$ cat src/rtl/tl_sensor_pkg.sv
// -----------------------------------------------------------------------------
// tl_sensor_pkg
// Shared definitions for the traffic-light sensor conditioner and controller:
//   - sens_state_e : per-channel sensor FSM encodings (IDLE/QUAL/ACTIVE/HOLD)
//   - COLOR_*      : traffic-colour constants shared with tl_cntr
//   - max_u()      : elaboration-time helper for sizing counter limits
// -----------------------------------------------------------------------------
package tl_sensor_pkg;

    typedef enum logic [1:0] {
        S_IDLE   = 2'b00,
        S_QUAL   = 2'b01,
        S_ACTIVE = 2'b10,
        S_HOLD   = 2'b11
    } sens_state_e;

    localparam logic [1:0] COLOR_GREEN  = 2'b00;
    localparam logic [1:0] COLOR_YELLOW = 2'b01;
    localparam logic [1:0] COLOR_RED    = 2'b10;

    function automatic int unsigned max_u(input int unsigned a, input int unsigned b);
        return (a > b) ? a : b;
    endfunction

endpackage

$ cat src/rtl/tl_sensor_ch.sv
// -----------------------------------------------------------------------------
// tl_sensor_ch
// One detector channel: 2-flop synchronizer, debounce/hold FSM and counter.
// Optional feature macro: TL_SENSOR_HOLD_EN (builds the HOLD gap-stretch state).
//
// Ports:
//   clk     in  : block clock
//   reset_n in  : asynchronous active-low reset
//   raw     in  : raw detector input, asynchronous to clk
//   t       out : registered conditioned traffic-present flag
// -----------------------------------------------------------------------------
module tl_sensor_ch
    import tl_sensor_pkg::*;
#(
    parameter int unsigned DEB_CYCLES  = 4,
    parameter int unsigned HOLD_CYCLES = 8,
    parameter int unsigned CNT_W       = 8
) (
    input  logic clk,
    input  logic reset_n,
    input  logic raw,
    output logic t
);

    // Comparing against N-1 instead of cnt+1==N keeps the test inside CNT_W bits.
    localparam logic [CNT_W-1:0] DEB_LAST = CNT_W'(DEB_CYCLES - 1);
`ifdef TL_SENSOR_HOLD_EN
    localparam logic [CNT_W-1:0] HOLD_LAST = CNT_W'(HOLD_CYCLES - 1);
`endif
    // Highest count either phase can reach; the increment saturates here so
    // the counter can never wrap even if the state were corrupted.
    localparam logic [CNT_W-1:0] CNT_MAX = CNT_W'(max_u(DEB_CYCLES, HOLD_CYCLES) - 1);

    logic              r_sync1;
    logic              r_sync2;
    sens_state_e       r_state;
    sens_state_e       w_state_nxt;
    logic [CNT_W-1:0]  r_cnt;
    logic [CNT_W-1:0]  w_cnt_nxt;
    logic [CNT_W-1:0]  w_cnt_inc;
    logic              r_t;
    logic              w_s;

    // NOTE: sequential state uses non-blocking assignments so every flop
    // samples the pre-edge value of its source, as the synchronizer requires.
    always_ff @(posedge clk or negedge reset_n) begin
        if (!reset_n) begin
            r_sync1 <= 1'b0;
            r_sync2 <= 1'b0;
        end else begin
            r_sync1 <= raw;
            r_sync2 <= r_sync1;
        end
    end

    assign w_s       = r_sync2;
    assign w_cnt_inc = (r_cnt == CNT_MAX) ? r_cnt : r_cnt + 1'b1;

    // NOTE: next-state and next-count get defaults before the case so no
    // path leaves them unassigned, which would otherwise infer latches.
    always_comb begin
        w_state_nxt = r_state;
        w_cnt_nxt   = r_cnt;
        case (r_state)
            S_IDLE: begin
                if (w_s) begin
                    if (DEB_CYCLES == 1) begin
                        w_state_nxt = S_ACTIVE;
                        w_cnt_nxt   = '0;
                    end else begin
                        w_state_nxt = S_QUAL;
                        w_cnt_nxt   = CNT_W'(1);
                    end
                end
            end
            S_QUAL: begin
                if (!w_s) begin
                    w_state_nxt = S_IDLE;
                    w_cnt_nxt   = '0;
                end else if (r_cnt == DEB_LAST) begin
                    w_state_nxt = S_ACTIVE;
                    w_cnt_nxt   = '0;
                end else begin
                    w_cnt_nxt   = w_cnt_inc;
                end
            end
            S_ACTIVE: begin
                if (!w_s) begin
`ifdef TL_SENSOR_HOLD_EN
                    if (HOLD_CYCLES == 1) begin
                        w_state_nxt = S_IDLE;
                        w_cnt_nxt   = '0;
                    end else begin
                        w_state_nxt = S_HOLD;
                        w_cnt_nxt   = CNT_W'(1);
                    end
`else
                    w_state_nxt = S_IDLE;
                    w_cnt_nxt   = '0;
`endif
                end
            end
`ifdef TL_SENSOR_HOLD_EN
            S_HOLD: begin
                if (w_s) begin
                    // Any high sample cancels the gap; the hold count restarts
                    // from scratch at the next low.
                    w_state_nxt = S_ACTIVE;
                    w_cnt_nxt   = '0;
                end else if (r_cnt == HOLD_LAST) begin
                    w_state_nxt = S_IDLE;
                    w_cnt_nxt   = '0;
                end else begin
                    w_cnt_nxt   = w_cnt_inc;
                end
            end
`endif
            default: begin
                // Encodings not built in this configuration fall back to IDLE.
                w_state_nxt = S_IDLE;
                w_cnt_nxt   = '0;
            end
        endcase
    end

    always_ff @(posedge clk or negedge reset_n) begin
        if (!reset_n) begin
            r_state <= S_IDLE;
            r_cnt   <= '0;
            r_t     <= 1'b0;
        end else begin
            r_state <= w_state_nxt;
            r_cnt   <= w_cnt_nxt;
            // T is registered from the next state so it tracks r_state exactly.
            r_t     <= (w_state_nxt == S_ACTIVE) || (w_state_nxt == S_HOLD);
        end
    end

    assign t = r_t;

endmodule

$ cat src/rtl/tl_sensor.sv
// -----------------------------------------------------------------------------
// tl_sensor
// Conditions the two raw vehicle detectors into the clean Ta/Tb traffic-present
// signals consumed by tl_cntr. Two identical, fully independent channels.
// Optional feature macro: TL_SENSOR_HOLD_EN (gap-stretch hold on each channel).
//
// Ports:
//   clk     in  : block clock
//   reset_n in  : asynchronous active-low reset
//   sa_raw  in  : street-A detector, asynchronous, active-high
//   sb_raw  in  : street-B detector, asynchronous, active-high
//   Ta      out : registered conditioned street-A traffic present
//   Tb      out : registered conditioned street-B traffic present
// -----------------------------------------------------------------------------
module tl_sensor #(
    parameter int unsigned DEB_CYCLES  = 4,
    parameter int unsigned HOLD_CYCLES = 8,
    parameter int unsigned CNT_W       = 8
) (
    input  logic clk,
    input  logic reset_n,
    input  logic sa_raw,
    input  logic sb_raw,
    output logic Ta,
    output logic Tb
);

    tl_sensor_ch #(
        .DEB_CYCLES  (DEB_CYCLES),
        .HOLD_CYCLES (HOLD_CYCLES),
        .CNT_W       (CNT_W)
    ) u_ch_a (
        .clk     (clk),
        .reset_n (reset_n),
        .raw     (sa_raw),
        .t       (Ta)
    );

    tl_sensor_ch #(
        .DEB_CYCLES  (DEB_CYCLES),
        .HOLD_CYCLES (HOLD_CYCLES),
        .CNT_W       (CNT_W)
    ) u_ch_b (
        .clk     (clk),
        .reset_n (reset_n),
        .raw     (sb_raw),
        .t       (Tb)
    );

endmodule
$ cat config.mk
export PLATFORM = sky130hd
export DESIGN_NAME = tl_sensor
export DESIGN_NICKNAME = d
export VERILOG_FILES = /design/src/rtl/tl_sensor_pkg.sv /design/src/rtl/tl_sensor_ch.sv /design/src/rtl/tl_sensor.sv
export SDC_FILE = /design/constraint.sdc
export NUM_CORES = 1
export LEC_CHECK = 0
export ABC_AREA = 1
export BUFFER_PORTS_ARGS = -buffer_cell sky130_fd_sc_hd__buf_2
export CAP_MARGIN = 40
export CORE_AREA = 8 8 61 63
export CTS_CLUSTER_SIZE = 16
export DETAILED_ROUTE_END_ITERATION = 7
export DIE_AREA = 0 0 69 71
export PLACE_DENSITY = 0.7
export SYNTH_ARGS = -nofsm -noshare
export SYNTH_HDL_FRONTEND = slang
export SYNTH_SLANG_ARGS = --single-unit
$ cat constraint.sdc
create_clock -name clk -period 3.06 [get_ports clk]
set_input_delay 0 -clock clk [delete_from_list [all_inputs] [get_ports clk]]
set_output_delay 0 -clock clk [all_outputs]
set_load 0.1 [all_outputs]
# Yosys cells after proc, flatten, opt, wreduce, memory -nomap -nowiden
# Cells that the tools add are included.
# W data, S select, Z words.
[word_totals]
register_bits = 26
input_bits = 4
out_inout_bits = 2
wordCells = 58
[op_classes]
add_sub_neg = 2
n_eq_ne = 18
n_mux = 22
n_reduce_logical = 6
[ops]
columns = ["cell", "n"]
rows = [
  ["$mux W8", 10],
  ["$pmux W8 S3", 2],
  ["$add A8 B1 Y8 const B", 2],
  ["$eq A8 B2 Y1 const B", 2],
  ["$eq A8 B3 Y1 const B", 2],
  ["$mux W2", 8],
  ["$eq A2 B2 Y1 const B", 6],
  ["$pmux W2 S3", 2],
  ["$ne A4 B4 Y1 const B", 2],
  ["$reduce_and A3 Y1", 2],
  ["$eq A2 B1 Y1 const B", 2],
  ["$logic_not A2 Y1", 2],
  ["$ne A2 B1 Y1 const B", 2],
  ["$ne A2 B2 Y1 const B", 2],
  ["$logic_or A1 B1 Y1", 2],
]

# Longest topological paths before layout
# Gate-level depths: netlist of run 1.
[logic_depth]
depth_word = 6
depth_mapped = 8
ltp_nobuf = 8

# Cells and area by module
# From an unflattened synthesis of run 1, not the netlist that was laid out.
[hier_totals]
cells_unflattened = 198
area_unflattened_um2 = 1463.9
[modules_own_cells]
columns = ["mod", "n_inst", "cells_per_inst", "area_each_um2", "seq_area_each_um2"]
rows = [
  ["tl_sensor_ch", 2, 99, 732.0, 300.3],
]

# Least setup slack after synthesis of run 1
# Ideal clock, no wire load.
[synth_path]
path_type = "reg2reg"
start = "register u_ch_b.r_cnt[0]"
end = "register u_ch_b.r_cnt[7]"
setup_ps = 127
arrival_ps = 1140
t_required_ps = 2933
path_slack_ps = 1793
path_stages_with_launch = 9
path_buffers = 1
synth_period_minus_slack_ps = 1267
cell_sequence = "dfrtp_1 > ha_1 > nand2_1 > nor2_1 > nand4_1 > nand2_1 > buf_6 > nand2_1 > o21ai_0"
[synth_via]
elab_chain_len = 5
elab_cells_between_ends = 9
classes_between = "add/sub: 1; eq/ne: 3; mux: 4; reduce/logical: 1"
[synth_lines]
columns = ["item", "line", "text"]
rows = [
  ["start, declared", "tl_sensor_ch.sv:38", "logic [CNT_W-1:0] r_cnt;"],
  ["start signal, assigned", "tl_sensor_ch.sv:133", "r_cnt <= w_cnt_nxt;"],
  ["$add A8 B1 Y8", "tl_sensor_ch.sv:57", "assign w_cnt_inc = (r_cnt == CNT_MAX) ? r_cnt : r_cnt + 1'b1;"],
  ["$mux W8", "tl_sensor_ch.sv:57", ""],
  ["$mux W8", "tl_sensor_ch.sv:80", "end else if (r_cnt == DEB_LAST) begin"],
  ["$mux W8", "tl_sensor_ch.sv:77", "if (!w_s) begin"],
  ["$pmux W8 S3", "tl_sensor_ch.sv:64", "case (r_state)"],
]
# Several ways; a longest one is shown, not always the timed one. The select of a mux whose other input is x is not followed.
# A chain may end at the register's enable or synchronous reset.

# Worst setup path after layout of run 1
[layout_path]
start = "register u_ch_b.r_cnt[0]"
end = "register u_ch_b.r_cnt[0]"
# Same word-level chain as after synthesis.

==> results of run 1 <==
## per-layer routing
metal / part of all wire / wire, um / vias to the layer above
met5: 0 / 0 / -
met4: 0.0062 / 18 / 0
met3: 0.046 / 133 / 2
met2: 0.52 / 1520 / 38
met1: 0.43 / 1240 / 619
li1: - / - / 652
## worst max-delay path, delay by kind of cell, from the launching register on
kind,cells,cell delay [ps]
fa+ha+maj,1,210
buf+inv,1,70
flops,1,420
simple gates,6,760
## flip-flops by register name, indices dropped and copies added (netlist names)
signal          flops
u_ch_b.t            1
u_ch_b.r_sync1      1
u_ch_a.r_cnt        8
u_ch_a.r_sync2      1
u_ch_a.t            1
u_ch_a.r_sync1      1
u_ch_b.r_state      2
u_ch_b.r_sync2      1
u_ch_b.r_cnt        8
u_ch_a.r_state      2
## synth_stat cells (all sizes together)
library cell   n  area, um2
a21oi          2       10.0
buf            4       35.0
dfrtp         26        651
ha             2       25.0
inv           32        120
nand2         56        218
nand3         13       65.1
nand4         17        106
nor2          18       82.6
nor3           1       5.00
o21a           1       7.51
o21ai         19        103
o22ai          2       12.5
o31ai          2       15.0
## power by group
| group | switching (mW) | internal (mW) | total (mW) |
|---|---|---|---|
| clock network | 0.101 | 0.0727 | 0.173 |
| registers | 0.0165 | 0.359 | 0.376 |
| logic | 0.0606 | 0.0278 | 0.0884 |
| total | 0.178 | 0.460 | 0.638 |
## worst min path at each step
| stage | startpoint | endpoint | slack, ps | cells after the start |
|---|---|---|---|---|
| after floorplan | reset_n | u_ch_a.r_cnt[0]$_DFFE_PN0P_ | -300 | 0 |
| after CTS | reset_n | u_ch_a.r_sync1$_DFF_PN0_ | 210 | 2 |
| after global routing | reset_n | u_ch_a.r_cnt[1]$_DFFE_PN0P_ | 250 | 2 |
| after detailed placement | reset_n | u_ch_a.r_sync1$_DFF_PN0_ | 40 | 1 |
| after global placement | reset_n | u_ch_a.r_state[0]$_DFF_PN0_ | 30 | 1 |
| final | reset_n | u_ch_a.r_cnt[1]$_DFFE_PN0P_ | 200 | 2 |
## cell type report
type                    count  area share
flip-flops and latches     26       0.419
multi-input cells         133       0.418
inverters                  32      0.0774
repair buffers              8      0.0355
well taps                  33      0.0266
clock buffers               4      0.0234
## timing repair
item,4_1_cts,5_1_grt
setup buffers,0,0
endpoints found under the hold margin,28,0
hold buffers,3,0
## per-stage QoR
step | utilization | setup WS, ps | power [mW] | hold WS (ps)
finish | 0.544 | 1520 | 0.638 | 197
global route | 0.544 | 1350 | 0.675 | 248
CTS | 0.544 | 1530 | 0.647 | 207
detailed placement | 0.521 | 1550 | 0.469 | 37.8
global placement | 0.521 | 1590 | 0.465 | 31.5
floorplan | - | 1790 | 0.448 | -296
## placed cells by master, fill, tap and decap left out, types with 3 or more instances in the layout
cell type and n:
dfrtp_1 26, o21ai_1 5, nor2_1 16, inv_1 29, nand2_1 55, o21ai_0 12
clkbuf_4 3, nand4_1 17, inv_2 3, buf_2 5, dlygate4sd3_1 3, nand3_1 13
## logic make-up (layout without fill, tap and decap cells)
| family | Yosys count | after routing | share of synthesized area |
|---|---|---|---|
| fa+ha+maj | 2 | 2 | 0.0172 |
| simple gates | 105 | 105 | 0.328 |
| compound gates | 26 | 26 | 0.101 |
| flops | 26 | 26 | 0.447 |
| buf+inv | 36 | 44 | 0.107 |
==> impl_metrics.env, run 1 <==
export IMPL_status="finished clean"
export IMPL_yosysWarningCount=0
export IMPL_first_pass_iters=5
export IMPL_r2r_cells=8
export IMPL_htree_levels=1
export IMPL_powerDensity_nw_per_um2=411
export IMPL_grt_pass1_vias=1308
export IMPL_fin_cells=236
export IMPL_drt_wl_total_um=2910
export IMPL_grt_total_usage=0.126
export IMPL_crit_end="u_ch_b.r_cnt[0]$_DFFE_PN0P_"
export IMPL_drtAntennaViolNets=0
export IMPL_fmax_ghz=0.651
export IMPL_cpPeakStageDelay_ps=420
export IMPL_port_buffers=5
export IMPL_slowest_stage="dfrtp_1"
export IMPL_r2r_end="u_ch_b.r_cnt[0]$_DFFE_PN0P_"
export IMPL_vias_per_cell=5.56
export IMPL_synth_seq_cells=26
export IMPL_hpwl_um=2110
export IMPL_row_count=20
export IMPL_grt_antenna_before_repair=0
export IMPL_ys_types=21
export IMPL_hold_path_class="input port to asynchronous set/reset pin"
export IMPL_core_area_um2=2850
export IMPL_relSlewSlack=0.604
export IMPL_syn_area_um2=1460
export IMPL_final_nets=210
export IMPL_dieArea_um2=4900
export IMPL_cts_made_buffers=3
export IMPL_worstMarginPinSlew_ps=593
export IMPL_rsz0062_at_grt="no"
export IMPL_clock_latency_ps=320
export IMPL_cts_root_buf="clkbuf_4"
export IMPL_syn_inst=195
export IMPL_wl_per_cell_um=12.3
export IMPL_hold_violations=0
export IMPL_placed_area_um2=1490
export IMPL_drv_cap=0
export IMPL_finalCritPeriodShare=0.502
export IMPL_clkSlewWorstSetupHoldPaths_ps=150
export IMPL_syn2layout_area_growth_pct=6.71
export IMPL_ys_seq_area_frac=0.447
export IMPL_numClockSinks=26
export IMPL_fp_dieH_um=71
export IMPL_design_area_um2=1550
export IMPL_drtIter0Drc=152
export IMPL_multi_input_area_um2=649
export IMPL_cp_start_kind="register"
export IMPL_end_kind="register"
export IMPL_clockBufferDepth=2
export IMPL_grt_busiest_layer="met2"
export IMPL_fin_setup_tns_ps=0
export IMPL_cp_common_cell="nand2_1"
export IMPL_fillCellCount=282
export IMPL_fin_skew_ps=10.7
export IMPL_drive_above_1_share=0.0837
export IMPL_cts_tree="yes"
export IMPL_ir_worst_vdd_mv=0.271
export IMPL_path_cells="ha_1, nand2_1, nor2_1, nand4_1, nand2_1, inv_1, nand2_1, nand2_1"
export IMPL_postSynthAreaPerCell_um2=7.46
export IMPL_grt_overflow=0
export IMPL_cp_arrival_ps=1770
export IMPL_met3_usage=0.0196
export IMPL_boundaryPins=6
export IMPL_crit_start="u_ch_b.r_cnt[0]$_DFFE_PN0P_"
export IMPL_drc_errors=0
export IMPL_r2r_start="u_ch_b.r_cnt[0]$_DFFE_PN0P_"
export IMPL_finalCriticalPeriod_ps=1540
export IMPL_grt_pass1_wl_um=5390
export IMPL_regArea_um2=651
export IMPL_dr_total_vias=1311
export IMPL_die_w_um=69
export IMPL_place_inst=229
export IMPL_grt_max_degree=27
export IMPL_setup_viol_count_final=0
export IMPL_worstPathMaxFanout=11
export IMPL_p_leak_nw=0.782
export IMPL_cts_resized=0
export IMPL_gp_congestion=0.916
export IMPL_grtUsageMet1=0.146
export IMPL_drv_slew=0
export IMPL_crit_type="register to register"
export IMPL_initial_core_util=0.510
export IMPL_required_ps=3290
export IMPL_antenna_cells=0
export IMPL_grt_use_met2=0.217
export IMPL_syn_nets=201
export IMPL_reg2reg_slack_ps=1520
(Power assumes the default switching activity.)
==> inputs of run 2 (changes only) <==
- clock period: 3.06 -> 1.55 ns (I/O delays scaled with it)
==> run 2 against run 1 <==
  * Flip-flop and latch count stayed put
  * Critical path depth stayed put
  * Clock-buffer cell count stayed put
  * Sequential share of layout area is 0.92 points lower
  * Die area stayed put
  * Global-route usage is 0.37 points lower
==> impl_metrics.env, run 2 (synthesis gave the netlist of run 1 again) <==
export IMPL_worstPathMaxFanout=11
export IMPL_boundaryPins=6
export IMPL_met3_usage=0.0182
export IMPL_grt_total_usage=0.122
export IMPL_reg_top3="u_ch_a.r_cnt: 8 flops, u_ch_b.r_cnt: 8 flops"
export IMPL_drt_wl_total_um=2870
export IMPL_grt_pass1_wl_um=5200
export IMPL_rsz0062_at_grt="no"
export IMPL_hpwl_um=2210
export IMPL_drc_errors=0
export IMPL_hold_violations=0
export IMPL_grt_use_met2=0.226
export IMPL_port_buffers=5
export IMPL_post_cts_buffers=0
export IMPL_cp_start_kind="register"
export IMPL_drive_above_1_share=0.111
export IMPL_grt_overflow=0
export IMPL_p_leak_nw=0.802
export IMPL_required_ps=1780
export IMPL_cpPeakStageDelay_ps=420
export IMPL_clkSlewWorstSetupHoldPaths_ps=140
export IMPL_ir_worst_vdd_mv=0.573
export IMPL_slowest_stage="dfrtp_1"
export IMPL_worstMarginPinSlew_ps=566
export IMPL_fp_dieH_um=71
export IMPL_gp_congestion=0.930
export IMPL_crit_type="register to register"
export IMPL_cp_common_cell="nand2_1"
export IMPL_cts_root_buf="clkbuf_4"
export IMPL_first_pass_iters=4
export IMPL_cts_tree="yes"
export IMPL_row_count=20
export IMPL_finalCriticalPeriod_ps=1420
export IMPL_clockBufferDepth=2
export IMPL_finalCritPeriodShare=0.913
export IMPL_cts_made_buffers=3
export IMPL_cp_arrival_ps=1640
export IMPL_grt_busiest_layer="met2"
export IMPL_wl_per_cell_um=12.0
export IMPL_setup_viol_count_final=0
export IMPL_core_area_um2=2850
export IMPL_relSlewSlack=0.623
export IMPL_fmax_ghz=0.706
export IMPL_htree_levels=1
export IMPL_powerDensity_nw_per_um2=791
export IMPL_grt_max_degree=27
export IMPL_hold_path_class="input port to asynchronous set/reset pin"
export IMPL_fin_setup_tns_ps=0
export IMPL_crit_start="u_ch_b.r_cnt[0]$_DFFE_PN0P_"
export IMPL_initial_core_util=0.510
export IMPL_syn2layout_area_growth_pct=9.11
export IMPL_status="finished clean"
export IMPL_final_nets=214
export IMPL_end_kind="register"
export IMPL_final_cell_mix="53 x nand2_1, 29 x inv_1, 26 x dfrtp_1"
export IMPL_vias_per_cell=5.27
export IMPL_r2r_start="u_ch_b.r_cnt[0]$_DFFE_PN0P_"
export IMPL_path_cells="ha_1, nand2_1, nor2_1, nand4_1, nand2_2, inv_1, nand2_1, nand2_1"
export IMPL_grtUsageMet1=0.133
export IMPL_dieArea_um2=4900
export IMPL_grt_antenna_before_repair=0
export IMPL_dr_total_vias=1265
export IMPL_grt_pass1_vias=1289
export IMPL_final_common_cell="nand2_1"
export IMPL_drtIter0Drc=71
export IMPL_die_w_um=69
export IMPL_fin_skew_ps=14.6
export IMPL_antenna_cells=0
export IMPL_drtAntennaViolNets=0
export IMPL_drv_cap=0
export IMPL_drv_slew=0
export IMPL_final_util=0.557
export IMPL_numClockSinks=26
export IMPL_clock_latency_ps=320
==> run 2: changes by cell type in the layout (fill, tap and decap cells not counted) <==
cell,before,now
nand2_2,0,2
buf_4,0,4
nand2_1,55,53
==> run 2: repair_timing <==
item | in CTS | in global routing
endpoints found under the hold margin | 28 | 0
endpoints found under the setup margin | 0 | 16
hold buffers | 3 | 0
gates resized for setup | 0 | 2
==> run 2: final timing paths <==
path / slack, ps / cells after the start / to
worst min register to register: 370 / 0 / u_ch_a.r_sync2$_DFF_PN0_
worst min-delay path: 210 / 2 / u_ch_a.r_cnt[0]$_DFFE_PN0P_
max in group asynchronous: 950 / 2 / u_ch_a.r_cnt[2]$_DFFE_PN0P_
worst max register to register: 130 / 8 / u_ch_b.r_cnt[0]$_DFFE_PN0P_
worst max-delay path: 130 / 8 / u_ch_b.r_cnt[0]$_DFFE_PN0P_
min in group clk: 320 / 2 / u_ch_b.r_sync1$_DFF_PN0_
==> run 2: through the flow <==
step                worst slack, ps  hold slack, ps  instance area [um2]  power, mW  cells
floorplan                       283            -296                 1460      0.885    195
global placement               72.8            36.3                 1520      0.922    233
detailed placement             28.4            33.0                 1520      0.932    233
CTS                            5.97             198                 1580       1.28    240
global route                   3.61             256                 1590       1.34    240
finish                          134             213                 1590       1.26    240
==> run 2: worst max-delay path, delay by kind of cell, from the launching register on <==
kind | cells | cell delay, ps
buffers and inverters | 1 | 60
flip-flops | 1 | 420
AND/OR/NAND/NOR | 6 | 630
adder cells (fa/ha/maj) | 1 | 210
==> run 2: layout make-up <==
type / count / area [um2]
Fill cell: 271 / 1260
Multi-Input combinational cell: 133 / 654
Sequential cell: 26 / 651
Inverter: 32 / 120
Timing Repair Buffer: 12 / 85.1
Tap cell: 33 / 41.3
Clock buffer: 4 / 36.3
==> run 2: report_power, final <==
part | internal [mW] | switching, mW
Sequential | 0.710 | 0.0271
Combinational | 0.0591 | 0.128
Clock | 0.143 | 0.189
==> run 2: per-layer routing <==
| metal | up-vias | share of wire | routed length (um) |
|---|---|---|---|
| met4 | 0 | 0.0063 | 18 |
| met1 | 584 | 0.43 | 1250 |
| met2 | 17 | 0.53 | 1530 |
| li1 | 662 | - | - |
| met3 | 2 | 0.027 | 77 |
| met5 | - | 0 | 0 |
